[src/rtl/counter_up_dwn.sv]
// counter_up_dwn: free-running WIDTH-bit up/down counter with a synchronous,
// active-high clear on rstn. The count wraps modulo 2^WIDTH in both
// directions. count_out is taken straight from the register, so no input
// reaches it combinationally.
//
// Control: no handshake. rstn and up_dwn are sampled at every rising edge of
// clk. rstn=1 takes priority and loads zero. Otherwise up_dwn=1 adds one and
// up_dwn=0 subtracts one. The result is visible just after that edge.
module counter_up_dwn #(
   parameter int WIDTH = 4
) (
   input  logic             clk,
   input  logic             rstn,
   input  logic             up_dwn,
   output logic [WIDTH-1:0] count_out
);

   localparam logic [WIDTH-1:0] ONE = WIDTH'(1);

   logic [WIDTH-1:0] cnt;
   logic [WIDTH-1:0] cnt_next;

   // Next count: natural WIDTH-bit wrap gives the modulo behaviour both ways.
   always_comb begin
      cnt_next = cnt;
      if (up_dwn) begin
         cnt_next = cnt + ONE;
      end else begin
         cnt_next = cnt - ONE;
      end
   end

   // Count register: the clear wins over counting on any edge where it is high.
   always_ff @(posedge clk) begin
      if (rstn) begin
         cnt <= '0;
      end else begin
         cnt <= cnt_next;
      end
   end

   assign count_out = cnt;

endmodule

[config.mk]
export PLATFORM = sky130hd
export DESIGN_NAME = counter_up_dwn
export DESIGN_NICKNAME = d
export VERILOG_FILES = /design/src/rtl/counter_up_dwn.sv
export SDC_FILE = /design/constraint.sdc
export NUM_CORES = 1
export LEC_CHECK = 0
export CORE_AREA = 2 2 39 41
export DETAILED_ROUTE_END_ITERATION = 6
export DIE_AREA = 0 0 41 43
export PLACE_DENSITY_LB_ADDON = 0.25
export SLEW_MARGIN = 15
export SYNTH_ARGS = -nofsm -noshare
export SYNTH_HDL_FRONTEND = slang
export SYNTH_SLANG_ARGS = --single-unit
[constraint.sdc]
create_clock -name clk -period 2.6 [get_ports clk]
set_clock_uncertainty 0.15 [all_clocks]
set_input_delay 0.52 -clock clk [delete_from_list [all_inputs] [get_ports clk]]
set_output_delay 0.52 -clock clk [all_outputs]
set_load 0.005 [all_outputs]
======== After elaboration in Yosys (flattened, before gate mapping) ========
Cells that the tools add are included.
cells by class
  add/subtract/negate cells ............... 2
  multiply operators ...................... 0
  div/mod/pow operators ................... 0
  $lt $le $gt $ge ......................... 0
  equal/unequal tests ..................... 0
  shifts and indexed selects .............. 0
  muxes and demuxes ....................... 1
  bitwise operators ....................... 0
  reduce and logical (&&, ||, !) cells .... 0
operators with widths
  kind                   count
  $add A4 B1 Y4 const B  1
  $mux W4                1
  $sub A4 B1 Y4 const B  1
storage, ports and cells
  bits in registers ....................... 4
  latch bits .............................. 0
  bits in writable memories ............... 0
  ROM bits ................................ 0
  input port bits ......................... 3
  output and inout bits ................... 4
  logic and storage cells ................. 4
  memories ................................ 0

======== Longest topological paths before layout ========
  depth in word-level cells ............... 2
  gate-level depth with buffers ........... 5

======== Worst setup path after synthesis ========
No wires, ideal clock.
  path type ............................... in2reg
  start ................................... input port up_dwn
  end ..................................... register cnt[3] (netlist: count_out[3])
  setup time .............................. 114 ps
  arrival ................................. 1266 ps
  slack ................................... 1070 ps
  cell stages on the path ................. 5
  path through ............................ inv_1 -> ha_1 -> a21oi_1 -> a21o_1 -> a21oi_2
on the way
  longest elaborated chain between the ends .. 1
RTL lines
  item                  RTL line  RTL
  from (decl)           14        input logic up_dwn,
  $mux W4               26        if (up_dwn) begin
  to (signal assigned)  38        cnt <= cnt_next;
  to (decl)             20        logic [WIDTH-1:0] cnt;
Every way passes these cells.
A chain may end at the register's enable or synchronous reset.

======== Worst setup path after layout ========
Same ends and word-level chain as after synthesis.

==> results.yml <==
layout:
  antenna_cells: 0
  final_cell_mix: "6 x clkdlybuf4s50_1, 4 x dfxtp_1, 3 x clkbuf_4"
  drive_above_1_share_pct: 14.8
  mostFrequentLayoutCell: "clkdlybuf4s50_1"
  largest_register_ffs: 4
  area_growth_pct: 53.6
  layout.nets: 35
synth:
  yosysSeqAreaShare_pct: 41.8
  yosysWarnings: 0
  synth_cell_types: 11
  yosys_register_bits: 4
  synthCells: 18
  synth_area_um2: 191
  syn_avg_cell_area_um2: 10.6
  synthesis.nets: 24
clock_network:
  tritoncts: "yes"
  postCtsSetupBuffers: 0
  numCtsBuffers: 3
  clock_tree.htree_level_count: 1
  cts-root-buf: "clkbuf_4"
  clockBufferDepth: 2
  clk_transition_reported_paths_ns: 0.03
  cts_resized: 0
  cts_hold_buf: 0
  clkLatencyLatePin_ns: 0.23
  cts_sinks: 4
worst_setup_path:
  crit_chain: "clkdlybuf4s50_1, inv_1, ha_1, a21oi_1, nand3_1, a21oi_2"
  cp_num_buf_inv: 2
  crit_family: "buffers and inverters"
  reg2reg_depth: 4
  timing.critical_path.to: "count_out[3]"
  cp-start-kind: "input port"
  path_class: "input port to flop"
  critical_path_depth: 6
  path_max_fanout: 3
  r2r_start: "count_out[2]"
  crit_start: "up_dwn"
  worst-endpoint-required_ns: 2.62
  cpMaxStageDelayCell: "clkdlybuf4s50_1"
  rr_endpoint: "count_out[3]"
  endpoint_kind: "flop"
  max_stage_delay_ns: 0.49
  worst-r2r-setup-slack_ns: 1.32
  crit_arrival_ns: 1.89
route:
  wl_met1_um: 162
  via_count: 150
  wl_per_cell_um: 7.95
  drc: 0
  drt_pass1_iterations: 4
  highest_layer: "met3"
  routed_wl_um: 342
  drt_iter0_markers: 1
  dr_wl_met3_um: 48
  ant_nets: 0
  viasPerCell: 3.49
  wl_met2_um: 131
timing:
  fin_crit_sh_pct: 72.1
  relSlewSlack_pct: 87.8
  fin_ws_ns: 0.725
  fmax_ghz: 0.533
  rsz0062_at_grt: "no"
  hold_ws_ns: 0.334
  period_needed_ns: 1.87
  worstMarginPinSlew_ns: 0.181
  finalSetupViolations: 0
  fin_setup_tns_ns: 0
  hold_viol: 0
  slew_violations: 0
pwr:
  switching_power_w: 0.0000598
  seq_power_share_pct: 35.9
  power_density_nw_per_um2: 780
  p_clk_share_pct: 32.7
  pwr-share-comb_pct: 31.4
  peakVddDrop_v: 0.000294
  p_int_w: 0.000169
  swShare_pct: 26.1
  leakage_nw: 0.119
die:
  fp.dieW_um: 41
  rows: 14
  die_h_um: 43
  start_util_pct: 13.8
  ios: 7
  dieArea_um2: 1760
  coreArea_um2: 1380
global_route:
  antenna_found_initial: 0
  grtUsageTotal_pct: 5.03
  grt_pass1_vias: 149
  grt_overflow: 0
  grt_max_degree: 5
  grt_pass1_wl_um: 558
place:
  place_ws_ns: 0.471
  gp_congestion: 0.752
  portBuffers: 6
  place.detailed.hpwl_um: 282
worst_hold_path:
  hold_path.class: "flop to flop"
outcome:
  outcome: "completed"
run:
  max-cap-violations: 0
[worst register-to-register path: stages, from the launching register on]
cell     delay, ns
dfxtp_1       0.30
ha_1          0.32
a21oi_1       0.19
nand3_1       0.12
a21oi_2       0.13
[power by group through the flow]
stage               combinational (W)  sequential, W   clock, W
floorplan                   0.0000390      0.0000834          0
global placement            0.0000705      0.0000834          0
detailed placement          0.0000728      0.0000841          0
CTS                         0.0000732      0.0000833  0.0000777
global route                0.0000801      0.0000844  0.0000840
finish                      0.0000719      0.0000824  0.0000750
[layout make-up]
| cell class | instances | area (µm²) |
|---|---|---|
| Multi-Input combinational cell | 13 | 108 |
| Fill cell | 156 | 1090 |
| Tap cell | 16 | 20.0 |
| Timing Repair Buffer | 6 | 60.1 |
| Clock buffer | 3 | 22.5 |
| Inverter | 1 | 3.75 |
| Sequential cell | 4 | 80.1 |
[logic make-up (layout without fill, tap and decap cells)]
logic type	after synthesis	in the layout	share of synthesized area [%]
xor+xnor	2	2	9.15
flops	4	4	41.8
simple gates	5	5	12.4
buf+inv	1	10	1.96
compound gates	3	3	11.1
fa+ha+maj	3	3	23.5
[metal layers]
metal  vias up  track usage (%)
met4         0                0
li1         78                -
met2         8             5.63
met3         0             6.28
met5         -                0
met1        64             6.47
[how the worst min path moves through the flow]
stage | end | depth (start not counted) | slack, ns | startpoint
after floorplan | count_out[0] | 1 | 0.31 | count_out[0]
after CTS | count_out[0] | 1 | 0.34 | count_out[0]
after detailed placement | count_out[0] | 1 | 0.33 | count_out[0]
final | count_out[0] | 1 | 0.33 | count_out[0]
after global placement | count_out[0] | 1 | 0.32 | count_out[0]
after global routing | count_out[0] | 1 | 0.38 | count_out[0]
[cells in the mapped netlist]
| master | count | share of area, % |
|---|---|---|
| fa_1 | 1 | 10 |
| a21oi_1 | 1 | 2.6 |
| xnor2_1 | 2 | 9.2 |
| a21o_1 | 1 | 3.9 |
| nor2b_1 | 1 | 3.3 |
| nor2_1 | 2 | 3.9 |
| nand3_1 | 2 | 5.2 |
| a21oi_2 | 1 | 4.6 |
| ha_1 | 2 | 13 |
| dfxtp_1 | 4 | 42 |
| inv_1 | 1 | 2.0 |
[metrics by stage]
step                      instances  instance area, µm²  util [%]  power, W
after floorplan                  18                 191         -  0.000122
after global placement           40                 272      19.6  0.000154
after detailed placement         40                 272      19.6  0.000157
after CTS                        43                 294      21.2  0.000234
after global routing             43                 294      21.2  0.000248
final                            43                 294      21.2  0.000229
Power figures use the tool's default switching activity.
